`config.mk`:
```
export PLATFORM = sky130hd
export DESIGN_NAME = core_seq_ctrl_flat
export DESIGN_NICKNAME = d
export VERILOG_FILES = /design/src/rtl/core_seq_ctrl_if.sv /design/src/rtl/core_seq_ctrl.sv /design/src/flat_wrapper.sv
export SDC_FILE = /design/constraint.sdc
export NUM_CORES = 1
export LEC_CHECK = 0
export ABC_AREA = 1
export BUFFER_PORTS_ARGS = -buffer_cell sky130_fd_sc_hd__buf_4
export CAP_MARGIN = 20
export CORE_MARGIN = 4
export CORE_UTILIZATION = 42
export CTS_BUF_LIST = sky130_fd_sc_hd__clkbuf_8
export CTS_CLUSTER_DIAMETER = 50
export CTS_CLUSTER_SIZE = 24
export DETAILED_ROUTE_END_ITERATION = 6
export PLACE_DENSITY = 0.64
export REMOVE_ABC_BUFFERS = 1
export SYNTH_ARGS = -nofsm -noshare
export SYNTH_HDL_FRONTEND = slang
export SYNTH_SLANG_ARGS = --single-unit
```
`constraint.sdc`:
```
create_clock -name clk -period 2.4 [get_ports clk]
set_input_delay 0.48 -clock clk [delete_from_list [all_inputs] [get_ports clk]]
set_output_delay 0.48 -clock clk [all_outputs]
set_load 0.005 [all_outputs]
```
`src/rtl/core_seq_ctrl_if.sv`:
```
// Handshake, decode and strobe bundle between the multi-cycle sequencer and
// the core datapath (IFU/IDU/EXU and the instruction/data memories).
interface core_seq_ctrl_if #(
    parameter int CNT_W = 32
);
    logic             imem_req_valid;
    logic             imem_req_ready;
    logic             imem_rsp_valid;
    logic             dec_is_load;
    logic             dec_is_store;
    logic             dec_is_ebreak;
    logic             dmem_req_valid;
    logic             dmem_req_wen;
    logic             dmem_req_ready;
    logic             dmem_rsp_valid;
    logic             ir_we;
    logic             rf_we;
    logic             pc_we;
    logic             halt;
    logic             mem_timeout;
    logic [2:0]       state;
    logic [CNT_W-1:0] instret;

    // Sequencer side
    modport master (
        output imem_req_valid, dmem_req_valid, dmem_req_wen,
               ir_we, rf_we, pc_we, halt, mem_timeout, state, instret,
        input  imem_req_ready, imem_rsp_valid,
               dec_is_load, dec_is_store, dec_is_ebreak,
               dmem_req_ready, dmem_rsp_valid
    );

    // Datapath / memory side
    modport slave (
        input  imem_req_valid, dmem_req_valid, dmem_req_wen,
               ir_we, rf_we, pc_we, halt, mem_timeout, state, instret,
        output imem_req_ready, imem_rsp_valid,
               dec_is_load, dec_is_store, dec_is_ebreak,
               dmem_req_ready, dmem_rsp_valid
    );
endinterface

```
`src/rtl/core_seq_ctrl.sv`:
```
// Multi-cycle sequencer for the single-issue core. Steps one instruction at a
// time through fetch/decode/execute/mem/writeback, drives the imem and dmem
// request handshakes and the IR/PC/regfile write strobes, and stops for good
// on ebreak (HALT) or when a memory wait exceeds the watchdog limit (ERR).
module core_seq_ctrl #(
    parameter int TIMEOUT = 256,
    parameter int CNT_W   = 32
) (
    input  logic            clk,
    input  logic            rst,
    core_seq_ctrl_if.master bus
);

    typedef enum logic [2:0] {
        S_IDLE   = 3'd0,
        S_FETCH  = 3'd1,
        S_DECODE = 3'd2,
        S_EXEC   = 3'd3,
        S_MEM    = 3'd4,
        S_WB     = 3'd5,
        S_HALT   = 3'd6,
        S_ERR    = 3'd7
    } state_t;

    // Watchdog wide enough to hold TIMEOUT; the last legal wait count is TIMEOUT-1.
    localparam int              WD_W    = (TIMEOUT < 2) ? 1 : $clog2(TIMEOUT + 1);
    localparam logic [WD_W-1:0] WD_LAST = (TIMEOUT == 0) ? '0 : WD_W'(TIMEOUT - 1);

    state_t           r_state;
    logic             r_req_acc;
    logic [WD_W-1:0]  r_wd;
    logic             r_is_mem;
    logic             r_is_store;
    logic [CNT_W-1:0] r_instret;

    state_t           w_next_state;
    logic             w_req_acc_next;
    logic [WD_W-1:0]  w_wd_next;
    logic             w_imem_valid;
    logic             w_dmem_valid;
    logic             w_ir_we;
    logic             w_retire;

    // Next-state, handshake tracking, watchdog and strobe decode
    always_comb begin
        w_next_state   = r_state;
        w_req_acc_next = r_req_acc;
        w_wd_next      = r_wd;
        w_imem_valid   = 1'b0;
        w_dmem_valid   = 1'b0;
        w_ir_we        = 1'b0;
        w_retire       = 1'b0;
        case (r_state)
            S_IDLE: begin
                w_next_state   = S_FETCH;
                w_req_acc_next = 1'b0;
                w_wd_next      = '0;
            end
            S_FETCH: begin
                w_imem_valid = !r_req_acc;
                // A response only counts once the request was accepted on an earlier edge.
                if (r_req_acc && bus.imem_rsp_valid) begin
                    w_ir_we        = 1'b1;
                    w_next_state   = S_DECODE;
                    w_req_acc_next = 1'b0;
                    w_wd_next      = '0;
                end else begin
                    if (w_imem_valid && bus.imem_req_ready) begin
                        w_req_acc_next = 1'b1;
                    end else begin
                        w_req_acc_next = r_req_acc;
                    end
                    if (TIMEOUT == 0) begin
                        w_wd_next = r_wd;
                    end else if (r_wd == WD_LAST) begin
                        w_next_state = S_ERR;
                    end else begin
                        w_wd_next = r_wd + WD_W'(1);
                    end
                end
            end
            S_DECODE: begin
                if (bus.dec_is_ebreak) begin
                    w_next_state = S_HALT;
                    w_retire     = 1'b1;
                end else begin
                    w_next_state = S_EXEC;
                end
            end
            S_EXEC: begin
                if (r_is_mem) begin
                    w_next_state   = S_MEM;
                    w_req_acc_next = 1'b0;
                    w_wd_next      = '0;
                end else begin
                    w_next_state = S_WB;
                end
            end
            S_MEM: begin
                w_dmem_valid = !r_req_acc;
                if (r_req_acc && bus.dmem_rsp_valid) begin
                    w_next_state   = S_WB;
                    w_req_acc_next = 1'b0;
                    w_wd_next      = '0;
                end else begin
                    if (w_dmem_valid && bus.dmem_req_ready) begin
                        w_req_acc_next = 1'b1;
                    end else begin
                        w_req_acc_next = r_req_acc;
                    end
                    if (TIMEOUT == 0) begin
                        w_wd_next = r_wd;
                    end else if (r_wd == WD_LAST) begin
                        w_next_state = S_ERR;
                    end else begin
                        w_wd_next = r_wd + WD_W'(1);
                    end
                end
            end
            S_WB: begin
                w_retire       = 1'b1;
                w_next_state   = S_FETCH;
                w_req_acc_next = 1'b0;
                w_wd_next      = '0;
            end
            S_HALT: begin
                w_next_state = S_HALT;
            end
            S_ERR: begin
                w_next_state = S_ERR;
            end
            default: begin
                w_next_state = S_IDLE;
            end
        endcase
    end

    // State, handshake, watchdog and retire-counter registers
    always_ff @(posedge clk) begin
        if (rst) begin
            r_state    <= S_IDLE;
            r_req_acc  <= 1'b0;
            r_wd       <= '0;
            r_is_mem   <= 1'b0;
            r_is_store <= 1'b0;
            r_instret  <= '0;
        end else begin
            r_state   <= w_next_state;
            r_req_acc <= w_req_acc_next;
            r_wd      <= w_wd_next;
            // Decode flags are only trusted in DECODE; load+store together behaves as a store.
            if (r_state == S_DECODE) begin
                r_is_mem   <= bus.dec_is_load | bus.dec_is_store;
                r_is_store <= bus.dec_is_store;
            end else begin
                r_is_mem   <= r_is_mem;
                r_is_store <= r_is_store;
            end
            if (w_retire) begin
                r_instret <= r_instret + CNT_W'(1);
            end else begin
                r_instret <= r_instret;
            end
        end
    end

    assign bus.imem_req_valid = w_imem_valid;
    assign bus.dmem_req_valid = w_dmem_valid;
    assign bus.dmem_req_wen   = w_dmem_valid & r_is_store;
    assign bus.ir_we          = w_ir_we;
    assign bus.rf_we          = (r_state == S_WB) & ~r_is_store;
    assign bus.pc_we          = (r_state == S_WB);
    assign bus.halt           = (r_state == S_HALT);
    assign bus.mem_timeout    = (r_state == S_ERR);
    assign bus.state          = r_state;
    assign bus.instret        = r_instret;

endmodule

```
`src/flat_wrapper.sv`:
```
// flat-port wrapper written by rule: the top's interface ports become plain ports
module core_seq_ctrl_flat 
#(
    parameter int TIMEOUT = 256,
    parameter int CNT_W   = 32
)
  (clk, rst, bus_imem_req_valid, bus_dmem_req_valid, bus_dmem_req_wen, bus_ir_we, bus_rf_we, bus_pc_we, bus_halt, bus_mem_timeout, bus_state, bus_instret, bus_imem_req_ready, bus_imem_rsp_valid, bus_dec_is_load, bus_dec_is_store, bus_dec_is_ebreak, bus_dmem_req_ready, bus_dmem_rsp_valid);
  core_seq_ctrl_if #(.CNT_W(CNT_W)) bus_i ();
  input  logic clk;
  input  logic rst;
  output wire logic [$bits(bus_i.imem_req_valid)-1:0] bus_imem_req_valid;
  output wire logic [$bits(bus_i.dmem_req_valid)-1:0] bus_dmem_req_valid;
  output wire logic [$bits(bus_i.dmem_req_wen)-1:0] bus_dmem_req_wen;
  output wire logic [$bits(bus_i.ir_we)-1:0] bus_ir_we;
  output wire logic [$bits(bus_i.rf_we)-1:0] bus_rf_we;
  output wire logic [$bits(bus_i.pc_we)-1:0] bus_pc_we;
  output wire logic [$bits(bus_i.halt)-1:0] bus_halt;
  output wire logic [$bits(bus_i.mem_timeout)-1:0] bus_mem_timeout;
  output wire logic [$bits(bus_i.state)-1:0] bus_state;
  output wire logic [$bits(bus_i.instret)-1:0] bus_instret;
  input wire logic [$bits(bus_i.imem_req_ready)-1:0] bus_imem_req_ready;
  input wire logic [$bits(bus_i.imem_rsp_valid)-1:0] bus_imem_rsp_valid;
  input wire logic [$bits(bus_i.dec_is_load)-1:0] bus_dec_is_load;
  input wire logic [$bits(bus_i.dec_is_store)-1:0] bus_dec_is_store;
  input wire logic [$bits(bus_i.dec_is_ebreak)-1:0] bus_dec_is_ebreak;
  input wire logic [$bits(bus_i.dmem_req_ready)-1:0] bus_dmem_req_ready;
  input wire logic [$bits(bus_i.dmem_rsp_valid)-1:0] bus_dmem_rsp_valid;
  assign bus_imem_req_valid = bus_i.imem_req_valid;
  assign bus_dmem_req_valid = bus_i.dmem_req_valid;
  assign bus_dmem_req_wen = bus_i.dmem_req_wen;
  assign bus_ir_we = bus_i.ir_we;
  assign bus_rf_we = bus_i.rf_we;
  assign bus_pc_we = bus_i.pc_we;
  assign bus_halt = bus_i.halt;
  assign bus_mem_timeout = bus_i.mem_timeout;
  assign bus_state = bus_i.state;
  assign bus_instret = bus_i.instret;
  assign bus_i.imem_req_ready = bus_imem_req_ready;
  assign bus_i.imem_rsp_valid = bus_imem_rsp_valid;
  assign bus_i.dec_is_load = bus_dec_is_load;
  assign bus_i.dec_is_store = bus_dec_is_store;
  assign bus_i.dec_is_ebreak = bus_dec_is_ebreak;
  assign bus_i.dmem_req_ready = bus_dmem_req_ready;
  assign bus_i.dmem_rsp_valid = bus_dmem_rsp_valid;
  core_seq_ctrl #(.TIMEOUT(TIMEOUT), .CNT_W(CNT_W)) u_core (.clk(clk), .rst(rst), .bus(bus_i));
endmodule
```
* After elaboration in Yosys (flattened, before gate mapping)
Cells that the tools add are included.
** Storage, ports and cells
- Output and inout bits :: 43
- Register bits :: 47
** Operators by class
- Add/sub/neg operators :: 2
- Multiplexer cells :: 23
- Reduce and logical (&&, ||, !) cells :: 10
- Bitwise gates (word level) :: 4
- Eq/ne operators :: 11
** Operators with widths (number)
- $mux 9 :: 4
- $pmux 9 s4 :: 1
- $add 32x1->32 const B :: 1
- $pmux 3 s7 :: 1
- $eq 3x3->1 const B :: 4
- $mux 3 :: 4
- $mux 1 :: 11
- $add 9x1->9 const B :: 1
- $eq 9x8->1 const B :: 1
- $eq 3x2->1 const B :: 2
- $ne 3x1->1 const B :: 2
- $logic_and 1x1->1 :: 4
- $pmux 1 s4 :: 1
- $reduce_and 4->1 :: 1
- $reduce_bool 4->1 :: 1
- $eq 3x1->1 const B :: 1
- $logic_not 3->1 :: 1
- $and 1x1->1 :: 2
- $ne 2x1->1 const B :: 1
- $pmux 1 s2 :: 1
- $reduce_and 2->1 :: 1
- $reduce_or 2->1 :: 1
- $logic_not 1->1 :: 1
- $not 1->1 :: 1
- $or 1x1->1 :: 1

* Depth between registers and ports, before layout
Gate-level depths: netlist of the first run.
- Depth in word-level cells :: 5
- Gate-level depth with buffers :: 12
- Mapped depth without buffers :: 12

* Least setup slack after synthesis of the first run
No wires, ideal clock.
- Kind :: register to register
- From :: register u_core.r_instret[0], in the netlist u_core.bus.instret[0]
- To :: register u_core.r_instret[20], in the netlist u_core.bus.instret[20]
- Setup slack :: 0.964 ns
- Data required time :: 2.291 ns
- Stages on the path, launching flop included :: 13
- Data arrival time :: 1.327 ns
- Path buffers :: 0
- Clock period less this slack :: 1.436 ns
- Cell sequence :: dfxtp_1 ha_1 nand2_1 nor2_1 nand2_1 nor2_4 nand2_4 clkinv_2 nand2_2 nand2_2 nand2_1 nand2_1 inv_1
** Between the ends
- Cells in the longest elaborated chain, start to end :: 1
** Ends and longest elaborated chain
- start, declared :: line core_seq_ctrl.sv:34 : logic [CNT_W-1:0] r_instret;
- start signal, assigned :: line core_seq_ctrl.sv:160 : r_instret <= r_instret + CNT_W'(1);
- start signal, assigned :: line core_seq_ctrl.sv:162 : r_instret <= r_instret;
- $add 32x1->32 :: line core_seq_ctrl.sv:160
No other way between the ends.
A chain may end at the register's enable or synchronous reset.

* Worst setup path in the final report of the first run
- From :: register u_core.r_state[1], in the netlist u_core.bus.state[1]
- To :: output bus_ir_we
** Between the ends
- Cells in the longest elaborated chain, start to end :: 2
** Ends and longest elaborated chain
- start, declared :: line core_seq_ctrl.sv:29 : state_t r_state;
- start signal, assigned :: line core_seq_ctrl.sv:148 : r_state <= w_next_state;
- $eq 3x1->1 :: line core_seq_ctrl.sv:53 : case (r_state)
- $mux 1 :: line core_seq_ctrl.sv:53
- end, declared :: line flat_wrapper.sv:14 : output wire logic [$bits(bus_i.ir_we)-1:0] bus_ir_we;
No other way between the ends.

==> results of run 1 <==
==> worst max-delay path: cells and delay by family (launching register included) <==
family / cells / cell delay (ns)
flip-flops: 1 / 0.41
AND/OR/NAND/NOR: 2 / 0.32
buffers and inverters: 2 / 0.28
==> layer usage <==
| layer | part of all wire (%) | GRT usage [%] | vias up | wire [um] |
|---|---|---|---|---|
| met5 | 0 | 0 | - | 0 |
| met4 | 1.9 | 5.87 | 0 | 139 |
| met3 | 6.1 | 4.58 | 14 | 446 |
| met2 | 46 | 30.6 | 89 | 3320 |
| met1 | 46 | 23.5 | 1294 | 3370 |
| li1 | - | - | 1517 | - |
==> layout by cell type (no fill, tap or decap), types with 3 or more instances in the layout <==
cell      count
nand3_1      29
inv_2         8
dfxtp_1      47
nor3_1        8
nand4_1       5
o21ai_0       7
xor2_1        4
o21ai_1       7
nor2_1       71
nand3_2       3
clkbuf_8      5
nor2_2        7
nor2_4        8
nand2_4       3
nand2_1     135
inv_1        42
a21oi_1      30
nand2_2       9
buf_4        52
==> cells in the mapped netlist <==
master,instances
inv_2,8
o21bai_1,2
nor2_4,8
nand2_4,3
nand2_1,135
o21ai_0,7
dfxtp_1,47
nand3_2,3
nor2_2,7
a31oi_1,2
clkbuf_1,2
xnor2_1,2
a41oi_1,1
nor3_1,8
nand4_4,1
and3_1,2
buf_1,1
o22ai_1,1
buf_2,2
clkinv_2,1
buf_6,2
a21oi_1,30
nand4_1,5
nand3_1,29
a21oi_2,1
nand4_2,1
buf_4,2
xor2_1,4
inv_1,42
nor3b_1,1
o21ai_1,7
nand3b_1,1
nand2_2,9
ha_1,2
nor2_1,71
==> power breakdown <==
group	leakage [nW]	switching (mW)	internal, mW
combinational	0.958	0.0906	0.0568
sequential	0.379	0.0184	0.792
clock	0.0644	0.282	0.415
total	1.40	0.391	1.26
==> state kept, by name, indices dropped and copies added (netlist names) <==
| name | cells |
|---|---|
| u_core.bus.instret | 32 |
| u_core.r_req_acc | 1 |
| u_core.r_is_mem | 1 |
| u_core.r_is_store | 1 |
| u_core.bus.state | 3 |
| u_core.r_wd | 9 |
==> worst min path at each step <==
stage | startpoint | to | slack (ns) | cells past startpoint
2_1_floorplan | u_core.r_wd[8] | u_core.r_wd[8] | 0.43 | 2
3_3_place_gp | u_core.r_wd[8] | u_core.r_wd[8] | 0.45 | 2
3_5_place_dp | u_core.r_wd[8] | u_core.r_wd[8] | 0.44 | 2
4_1_cts | bus_dec_is_load | u_core.r_is_mem | 0.44 | 3
5_1_grt | bus_dec_is_load | u_core.r_is_mem | 0.47 | 3
6_report | bus_dec_is_load | u_core.r_is_mem | 0.44 | 3
==> cells by family after synthesis <==
logic type | after synthesis | share of synthesized area (%)
AOI/OAI and AO/OA | 51 | 9.54
adders and majority gates | 2 | 0.879
and+or+nand+nor | 284 | 45.8
DFF | 47 | 33.1
xor gates and xnor gates | 6 | 1.85
buffers and inverters | 60 | 8.83
==> metrics by stage <==
| step | worst slack, ns | area, um2 | util [%] | hold WS, ns |
|---|---|---|---|---|
| CTS | 0.597 | 3410 | 52.8 | 0.443 |
| global placement | 0.738 | 3270 | 50.7 | 0.446 |
| floorplan | 0.955 | 2790 | - | 0.429 |
| detailed placement | 0.694 | 3270 | 50.7 | 0.440 |
| finish | 0.605 | 3410 | 52.8 | 0.443 |
| global route | 0.471 | 3410 | 52.8 | 0.472 |
==> final cells by class <==
| type | instances | share of cell area [%] |
|---|---|---|
| multi-input combinational | 343 | 48.5 |
| timing repair buffer | 52 | 11.4 |
| clock inverter | 3 | 1.98 |
| tap | 77 | 2.82 |
| clock buffer | 5 | 2.02 |
| inverter | 51 | 5.65 |
| sequential | 47 | 27.6 |
==> out/results.tsv, run 1 <==
stage	metric	value	unit
run_status	status	complete, no violations	
final_layout	fin cells	578	
drt	WL final	7.28	mm
placed_design	Placer Congestion	0.926	
setup_path	Max FO, Critical Path	8	
drt	per-cell routed wire length	12.6	um
cts	CTS root buf	clkbuf_8	
global_route	first-pass GRT wire length	12.6	mm
final_layout	n_diodes	0	
synth	Seq cells post-synth	47	
drt	DRC	0	
power	PD cells	485	nW/um2
final_layout	P&R area growth vs syn	19.8	%
die	Die Span X	90.3	um
setup_path	Crit path required time	1.92	ns
die	area of the core	6460	um2
die	Starting Density	44.1	%
die	Die Area	8160	um2
drt	vias per cell	5.04	
timing	minimum clock period	1.80	ns
setup_path	Worst setup EP type	output pin	
placed_design	placed insts	570	
cts	post-CTS setup buffer count	0	
synth	post-synth top area cell	dfxtp_1	
setup_path	R2R Path End	u_core.bus.instret[6]	
setup_path	Setup crit end	bus_ir_we	
timing	RSZ-0062 raised after global routing	false	
setup_path	Worst Path Arrival	1.32	ns
timing	clk_skew	0.0104	ns
cts	clock transition at the registers of the reported paths	0.10	ns
timing	Fin. Hold Viols	0	
timing	Highest Clock Rate	557	MHz
cts	clock latency at the later pin of the worst-skew pair	0.31	ns
timing	Final Max Tran Viols	0	
setup_path	Worst Setup Start Kind	register	
die	Die Y	90.3	um
cts	CTS max path bufs	2	
cts	CTS buffer count	5	
synth	ranking of synthesized cells by area	dfxtp_1 (33%), nand2_1 (18%), nor2_1 (9.4%)	
global_route	Total GRT Usage	18.4	%
final_layout	layout cell share with drive strength beyond 1	20.4	%
timing	final period utilization	74.8	%
synth	Mapped Avg Cell Area	6.33	um2
timing	relative slew slack	71.8	%
die	Rows	29	
synth	post-synth top area share	33.1	%
timing	Final Setup Violations	0	
drt	initial DRC count	117	
synth	library cells used by synthesis	35	
cts	CTS tree	yes	
setup_path	crit path cell chain	inv_2, nand3_1, nor2_1, buf_4	
power	Pleak	1.40	nW
cts	CTS sink cnt	47	
final_layout	register area	941	um2
setup_path	Worst R2R Setup Slack	0.70	ns
die	I/O pin count	52	
timing	Setup TNS	0	ns
synth	Synth Instances	450	
setup_path	Reg2Reg Depth	7	
global_route	number of global-route vias before repair	2693	
synth	register area share after synthesis	33.1	%
drt	DRT Pass-1 Iters	4	
final_layout	Fillers	666	
setup_path	FF-to-FF Start	u_core.bus.state[1]	
cts	post-cts sizing count	0	
timing	Slew @ Worst Pin	0.420	ns
cts	H-Tree Depth	2	
job	Max-Cap Viols	0	
global_route	total overflow reported by the global router	0	
cts	Hold Buf Count CTS	0	
final_layout	Final nets	511	
min_path	path type of the worst min-delay path	in -> reg	
placed_design	I/O Buffers	51	
drt	post-route ant nets	0	
drt	Via Count	2914	
final_layout	Multi-input gate area	1650	um2
synth	Yosys warnings	0	
power	Final Power	1.65	mW
setup_path	kind of critical path	reg -> out	
global_route	largest net degree at the start of global routing	24	
synth	Synth Cell Area	2850	um2
placed_design	post-DP HPWL	5.52	mm
setup_path	Slowest-stage cell, CP	dfxtp_1	
setup_path	launch point of the critical path	u_core.bus.state[1]	
power	Max IR drop VDD	0.254	mV
setup_path	CP peak stage delay	0.41	ns
global_route	initial antenna violation count	0	
Power figures use the tool's default switching activity.
==> inputs of run 2 (changes only) <==
--- a/config.mk
+++ b/config.mk
@@ -5,7 +5,7 @@
 export SDC_FILE = /design/constraint.sdc
 export NUM_CORES = 1
 export LEC_CHECK = 0
-export ABC_AREA = 1
+export ABC_AREA = 0
 export BUFFER_PORTS_ARGS = -buffer_cell sky130_fd_sc_hd__buf_4
 export CAP_MARGIN = 20
 export CORE_MARGIN = 4
@@ -14,7 +14,7 @@
 export CTS_CLUSTER_DIAMETER = 50
 export CTS_CLUSTER_SIZE = 24
 export DETAILED_ROUTE_END_ITERATION = 6
-export PLACE_DENSITY = 0.64
+export PLACE_DENSITY = 0.65
 export REMOVE_ABC_BUFFERS = 1
 export SYNTH_ARGS = -nofsm -noshare
 export SYNTH_HDL_FRONTEND = slang
==> constraint.sdc (replaced) <==
create_clock -name clk -period 1.9 [get_ports clk]
set_input_delay 0.38 -clock clk [delete_from_list [all_inputs] [get_ports clk]]
set_output_delay 0.38 -clock clk [all_outputs]
set_load 0.005 [all_outputs]
==> out/results.tsv, run 2 <==
stage	metric	value	unit	change
timing	RSZ-0062 raised after global routing	false		unchanged
drt	DRC	0		unchanged
synth	Mapped Avg Cell Area	8.57	um2	was 6.33 um2
drt	initial DRC count	108		was 117
setup_path	FF-to-FF Start	u_core.bus.instret[5]		was u_core.bus.state[1]
min_path	Hold Startpoint	bus_dec_is_store		was bus_dec_is_load
final_layout	post-route cell area	3220	um2	was 3410 um2
synth	synth cell count leaders	dfxtp_1 (47), a21oi_1 (26), nor2_1 (18)		was nand2_1 (135), nor2_1 (71), dfxtp_1 (47)
timing	clk_skew	0.00480	ns	was 0.0104 ns
timing	Setup TNS	0	ns	unchanged
drt	WL final	6.10	mm	was 7.28 mm
timing	final period utilization	93.7	%	
power	Net Switching	0.431	mW	was 0.391 mW
cts	CTS max path bufs	2		unchanged
final_layout	max reg flops	32		unchanged
final_layout	commonest cells after routing, fill and taps aside	buf_4 (76), dfxtp_1 (45), a21oi_1 (26)		was nand2_1 (135), nor2_1 (71), buf_4 (52)
power	combinational share of power	8.2	%	was 8.9%
die	Die Span X	85.5	um	was 90.3 um
synth	Seq cells post-synth	47		unchanged
global_route	Total GRT Usage	17.2	%	was 18.4%
synth	Synth Cell Area	2520	um2	was 2850 um2
drt	per-cell routed wire length	14.1	um	was 12.6 um
setup_path	CP peak stage delay	0.33	ns	was 0.41 ns
min_path	path type of the worst min-delay path	in -> reg		unchanged
synth	share of flip-flops with an asynchronous set or reset	0	%	unchanged
final_layout	fin cells	432		was 578
timing	Highest Clock Rate	562	MHz	
cts	CTS root buf	clkbuf_8		unchanged
synth	cell with the most instances after synthesis	dfxtp_1		was nand2_1
placed_design	I/O Buffers	51		unchanged
final_layout	Multi-input gate area	1490	um2	was 1650 um2
timing	relative slew slack	64.5	%	was 71.8%
synth	post-synth top area share	37.3	%	was 33.1%
die	area of the core	5680	um2	was 6460 um2
placed_design	post-DP HPWL	4.28	mm	was 5.52 mm
die	Die Y	85.5	um	was 90.3 um
die	Die Area	7300	um2	was 8160 um2
synth	post-synth top area cell	dfxtp_1		unchanged
final_layout	layout cell share with drive strength beyond 1	28.3	%	was 20.4%
power	Max IR drop VDD	0.420	mV	was 0.254 mV
power	PD cells	565	nW/um2	was 485 nW/um2
die	Rows	27		was 29
setup_path	launch point of the critical path	u_core.bus.state[2]		was u_core.bus.state[1]
power	sequential share of power	55.3	%	was 48.9%
final_layout	P&R area growth vs syn	27.9	%	was 19.8%
power	Final Power	1.82	mW	was 1.65 mW
final_layout	Final nets	370		was 511
cts	CTS buffer count	5		unchanged
global_route	number of global-route vias before repair	2321		was 2693
power	Clk pwr share	36.5	%	was 42.1%
power	Cell Int Power	1.39	mW	was 1.26 mW
synth	ranking of synthesized cells by area	dfxtp_1 (37%), a21oi_1 (5.2%), o31ai_1 (4.8%)		was dfxtp_1 (33%), nand2_1 (18%), nor2_1 (9.4%)
synth	Synth Instances	294		was 450
placed_design	Placed Area	3060	um2	was 3270 um2
run_status	status	complete, no violations		unchanged
cts	Hold Buf Count CTS	0		unchanged
final_layout	Fillers	549		was 666
setup_path	CP most frequent cell	buf_4		
global_route	initial antenna violation count	0		unchanged
die	Starting Density	44.4	%	was 44.1%
final_layout	n_diodes	0		unchanged
cts	clock transition at the registers of the reported paths	0.09	ns	was 0.10 ns
setup_path	Crit path required time	1.52	ns	was 1.92 ns
power	Pleak	1.22	nW	was 1.40 nW
drt	Via Count	2491		was 2914
timing	minimum clock period	1.78	ns	
drt	DRT Pass-1 Iters	4		unchanged
placed_design	Placer Congestion	0.845		was 0.926
global_route	largest net degree at the start of global routing	42		was 24
setup_path	Slowest-stage cell, CP	dfxtp_1		unchanged
timing	hold_ws	0.325	ns	was 0.443 ns
timing	Fin. Hold Viols	0		unchanged
setup_path	kind of critical path	reg -> out		unchanged
setup_path	Worst Path Arrival	1.40	ns	was 1.32 ns
synth	EDFF count, synth	0		unchanged
cts	clock latency at the later pin of the worst-skew pair	0.30	ns	was 0.31 ns
setup_path	Max FO, Critical Path	11		was 8
final_layout	leading cell type in the layout, fill and taps excluded	buf_4		was nand2_1
placed_design	placed insts	422		was 570
job	Max-Cap Viols	0		unchanged
cts	CTS sink cnt	47		unchanged
cts	H-Tree Depth	2		unchanged
setup_path	crit path cell chain	buf_4, nand2b_1, nor3_1, buf_4		was inv_2, nand3_1, nor2_1, buf_4
global_route	total overflow reported by the global router	0		unchanged
drt	post-route ant nets	0		unchanged
global_route	first-pass GRT wire length	10.6	mm	was 12.6 mm
setup_path	Worst Setup Start Kind	register		unchanged
timing	Final Setup Violations	0		unchanged
final_layout	register area	943	um2	was 941 um2
timing	Final Max Tran Viols	0		unchanged
synth	Synth Flop Type	dfxtp_1		unchanged
timing	Slew @ Worst Pin	0.530	ns	was 0.420 ns
synth	library cells used by synthesis	45		was 35
synth	register area share after synthesis	37.3	%	was 33.1%
drt	vias per cell	5.77		was 5.04
cts	CTS tree	yes		unchanged
setup_path	Worst setup EP type	output pin		unchanged
synth	Yosys warnings	0		unchanged
die	I/O pin count	52		unchanged
power	sw frac	23.6	%	about the same
## run 2: worst max-delay path: cells and delay by family (launching register included)
family                 cells  cell delay [ns]
buffers and inverters      2             0.35
AND/OR/NAND/NOR            2             0.42
flip-flops                 1             0.33
## run 2: path summary, 6_finish.rpt
| check | to | slack (ns) | depth (start not counted) |
|---|---|---|---|
| setup / recovery | bus_ir_we | 0.12 | 4 |
| hold / removal | u_core.r_is_store | 0.33 | 3 |
| setup reg to reg | u_core.bus.instret[30] | 0.12 | 5 |
| hold reg to reg | u_core.r_wd[8] | 0.48 | 2 |
## run 2: area by class of cell
cell class	instances	area share, %
tap	72	2.80
clock buffer	7	2.99
multi-input combinational	224	46.3
inverter	4	0.466
timing repair buffer	77	18.1
clock inverter	1	0.116
sequential	47	29.3
## run 2: kinds of logic after synthesis
logic type | Yosys count | share of synthesized area [%]
AND/OR/NAND/NOR | 125 | 28.7
AO/OA/AOI/OAI | 78 | 20.6
flip-flops | 47 | 37.3
buffers and inverters | 23 | 5.01
XOR/XNOR | 10 | 3.48
multiplexers | 9 | 3.87
adder cells (fa/ha/maj) | 2 | 0.993
## run 2: metal layers
metal,track usage (%),part of all wire [%],vias up
met3,3.01,4.9,7
met5,0,0,-
met4,5.04,1.2,0
li1,-,-,1251
met1,23.3,46,1177
met2,28.0,47,56
## run 2: power by group through the flow
stage / clock network [mW] / logic (mW) / registers, mW
floorplan: 0 / 0.0618 / 1.03
global placement: 0 / 0.144 / 1.03
detailed placement: 0 / 0.144 / 1.03
CTS: 0.685 / 0.145 / 1.01
global route: 0.728 / 0.166 / 1.01
finish: 0.665 / 0.149 / 1.01
## run 2: what timing repair did
item                                    4_1_cts  5_1_grt
resized for setup                             1       11
endpoints found under the setup margin        1       12
buffers inserted                              0        2
pin swaps                                     0        2
## run 2: per-stage QoR
| stage | worst slack, ns | util (%) |
|---|---|---|
| finish | 0.120 | 56.8 |
| global route | 0.000944 | 56.8 |
| CTS | 0.0442 | 55.8 |
| detailed placement | 0.00438 | 53.9 |
| global placement | 0.0583 | 53.9 |
| floorplan | -0.236 | - |
==> inputs of run 3 (changes only) <==
--- a/config.mk
+++ b/config.mk
@@ -14,7 +14,7 @@
 export CTS_CLUSTER_DIAMETER = 50
 export CTS_CLUSTER_SIZE = 24
 export DETAILED_ROUTE_END_ITERATION = 6
-export PLACE_DENSITY = 0.65
+export PLACE_DENSITY = 0.66
 export REMOVE_ABC_BUFFERS = 1
 export SYNTH_ARGS = -nofsm -noshare
 export SYNTH_HDL_FRONTEND = slang
==> constraint.sdc (replaced) <==
create_clock -name clk -period 1.56 [get_ports clk]
set_input_delay 0.312 -clock clk [delete_from_list [all_inputs] [get_ports clk]]
set_output_delay 0.312 -clock clk [all_outputs]
set_load 0.005 [all_outputs]
==> out/results.tsv, run 3 (same netlist as run 2, synthesis figures left out) <==
stage	metric	value	unit	change
timing	Final Setup Violations	45		was 0
die	area of the core	5680	um2	unchanged
setup_path	Worst setup EP type	register		was output pin
setup_path	Worst Path Arrival	2.04	ns	was 1.40 ns
global_route	largest net degree at the start of global routing	33		was 42
drt	WL final	7.98	mm	was 6.10 mm
drt	initial DRC count	168		was 108
run_status	failing checks	negative setup slack		
job	Max-Cap Viols	0		unchanged
setup_path	Slowest-stage cell, CP	or4_1		was dfxtp_1
global_route	first-pass GRT wire length	12.3	mm	was 10.6 mm
cts	CTS max path bufs	2		unchanged
global_route	number of global-route vias before repair	2686		was 2321
final_layout	Final nets	437		was 370
cts	clock latency at the later pin of the worst-skew pair	0.31	ns	was 0.30 ns
placed_design	Placed Area	3350	um2	was 3060 um2
global_route	Total GRT Usage	20.4	%	was 17.2%
drt	Via Count	2892		was 2491
setup_path	CP top delay family	simple AND/OR/NAND/NOR gates		unchanged
setup_path	Crit path required time	1.79	ns	was 1.52 ns
final_layout	commonest cells after routing, fill and taps aside	buf_4 (125), dfxtp_1 (38), a21oi_1 (21)		was buf_4 (76), dfxtp_1 (45), a21oi_1 (26)
setup_path	Max FO, Critical Path	6		was 11
final_layout	layout cell share with drive strength beyond 1	48.2	%	was 28.3%
final_layout	max reg flops	32		unchanged
cts	H-Tree Depth	2		unchanged
die	Die Area	7300	um2	unchanged
placed_design	I/O Buffers	51		unchanged
global_route	initial antenna violation count	0		unchanged
timing	RSZ-0062 raised after global routing	true		was false
timing	Highest Clock Rate	551	MHz	
setup_path	CP bufs+invs	1		was 2
final_layout	post-route cell area	4070	um2	was 3220 um2
cts	clock transition at the registers of the reported paths	0.10	ns	was 0.09 ns
power	Pleak	1.65	nW	was 1.22 nW
setup_path	Worst R2R Setup Slack	-0.26	ns	was 0.12 ns
timing	Slew @ Worst Pin	0.511	ns	was 0.530 ns
die	I/O pin count	52		unchanged
placed_design	placed insts	461		was 422
die	Rows	27		unchanged
cts	CTS sink cnt	47		unchanged
final_layout	fin cells	499		was 432
timing	final period utilization	116	%	
die	Starting Density	44.4	%	unchanged
drt	DRC	0		unchanged
die	Die Y	85.5	um	unchanged
die	Die Span X	85.5	um	unchanged
power	PD cells	562	nW/um2	was 565 nW/um2
cts	CTS tree	yes		unchanged
cts	CTS root buf	clkbuf_8		unchanged
power	Max IR drop VDD	0.439	mV	was 0.420 mV
final_layout	P&R area growth vs syn	61.4	%	was 27.9%
timing	clk_skew	0.0116	ns	was 0.00480 ns
final_layout	leading cell type in the layout, fill and taps excluded	buf_4		unchanged
timing	Fin. Hold Viols	0		unchanged
drt	post-route ant nets	0		unchanged
setup_path	kind of critical path	reg -> reg		was reg -> out
drt	vias per cell	5.80		was 5.77
timing	minimum clock period	1.82	ns	
placed_design	post-DP HPWL	4.71	mm	was 4.28 mm
timing	Final Max Tran Viols	0		unchanged
final_layout	n_diodes	0		unchanged
setup_path	Worst Setup Start Kind	register		unchanged
setup_path	crit path cell chain	and4bb_4, buf_12, o211ai_4, or4_1, a21oi_1		was buf_4, nand2b_1, nor3_1, buf_4
timing	min setup slack post-route	-0.255	ns	was 0.120 ns
drt	DRT Pass-1 Iters	4		unchanged
run_status	status	complete, but fails checks		was complete, no violations
global_route	total overflow reported by the global router	0		unchanged
drt	per-cell routed wire length	16.0	um	was 14.1 um
final_layout	fin util	71.6	%	was 56.8%
min_path	path type of the worst min-delay path	in -> reg		unchanged
cts	CTS buffer count	5		unchanged
placed_design	Placer Congestion	0.891		was 0.845
timing	relative slew slack	65.8	%	was 64.5%
setup_path	CP peak stage delay	0.54	ns	was 0.33 ns
-- run 3: final cells by class --
| type | count | area (um2) |
|---|---|---|
| fillers | 431 | 1610 |
| inverters | 4 | 15.0 |
| flip-flops and latches | 47 | 952 |
| repair buffers | 141 | 1170 |
| multi-input cells | 227 | 1740 |
| clock inverters | 3 | 23.8 |
| well taps | 72 | 90.1 |
| clock buffers | 5 | 68.8 |
-- run 3: worst paths after layout --
kind                       startpoint                endpoint  cells past startpoint
setup reg to reg  u_core.bus.state[2]  u_core.bus.instret[24]                      5
setup / recovery  u_core.bus.state[2]  u_core.bus.instret[24]                      5
hold reg to reg        u_core.r_wd[8]          u_core.r_wd[8]                      2
hold / removal       bus_dec_is_store       u_core.r_is_store                      3
-- run 3: tightest hold or removal path, delay by kind of cell --
kind          cells  cell delay [ns]
mux               1             0.05
buf+inv           1             0.08
simple gates      1             0.07
-- run 3: metrics by stage --
| step | total power, mW | TNS (ns) | hold WS [ns] | worst slack, ns |
|---|---|---|---|---|
| 2_1_floorplan | 1.34 | -11.82 | 0.381 | -0.576 |
| 3_3_place_gp | 1.46 | -3.16 | 0.467 | -0.225 |
| 3_5_place_dp | 1.46 | -3.89 | 0.469 | -0.255 |
| 4_1_cts | 2.28 | -4.25 | 0.246 | -0.196 |
| 5_1_grt | 2.38 | -8.06 | 0.266 | -0.283 |
| 6_report | 2.29 | -4.42 | 0.250 | -0.255 |
-- run 3: where the power goes --
part	internal, mW	switching [mW]	total (mW)
Combinational	0.148	0.135	0.282
Sequential	1.21	0.0159	1.23
Clock	0.321	0.455	0.776
Total	1.68	0.605	2.29
-- run 3: what timing repair did --
item                                    CTS  global route
cloned                                    1             4
hold buffers                              0             0
pin swaps                                 5            26
buffers inserted                         15            10
endpoints found under the setup margin   35            47
resized for setup                        30            46
-- run 3: per-layer routing --
| metal | part of all wire [%] | vias to the layer above | track usage, % |
|---|---|---|---|
| li1 | - | 1400 | - |
| met1 | 40 | 1383 | 25.2 |
| met2 | 52 | 90 | 35.5 |
| met3 | 6.0 | 19 | 4.37 |
| met4 | 2.1 | 0 | 5.47 |
| met5 | 0 | - | 0 |
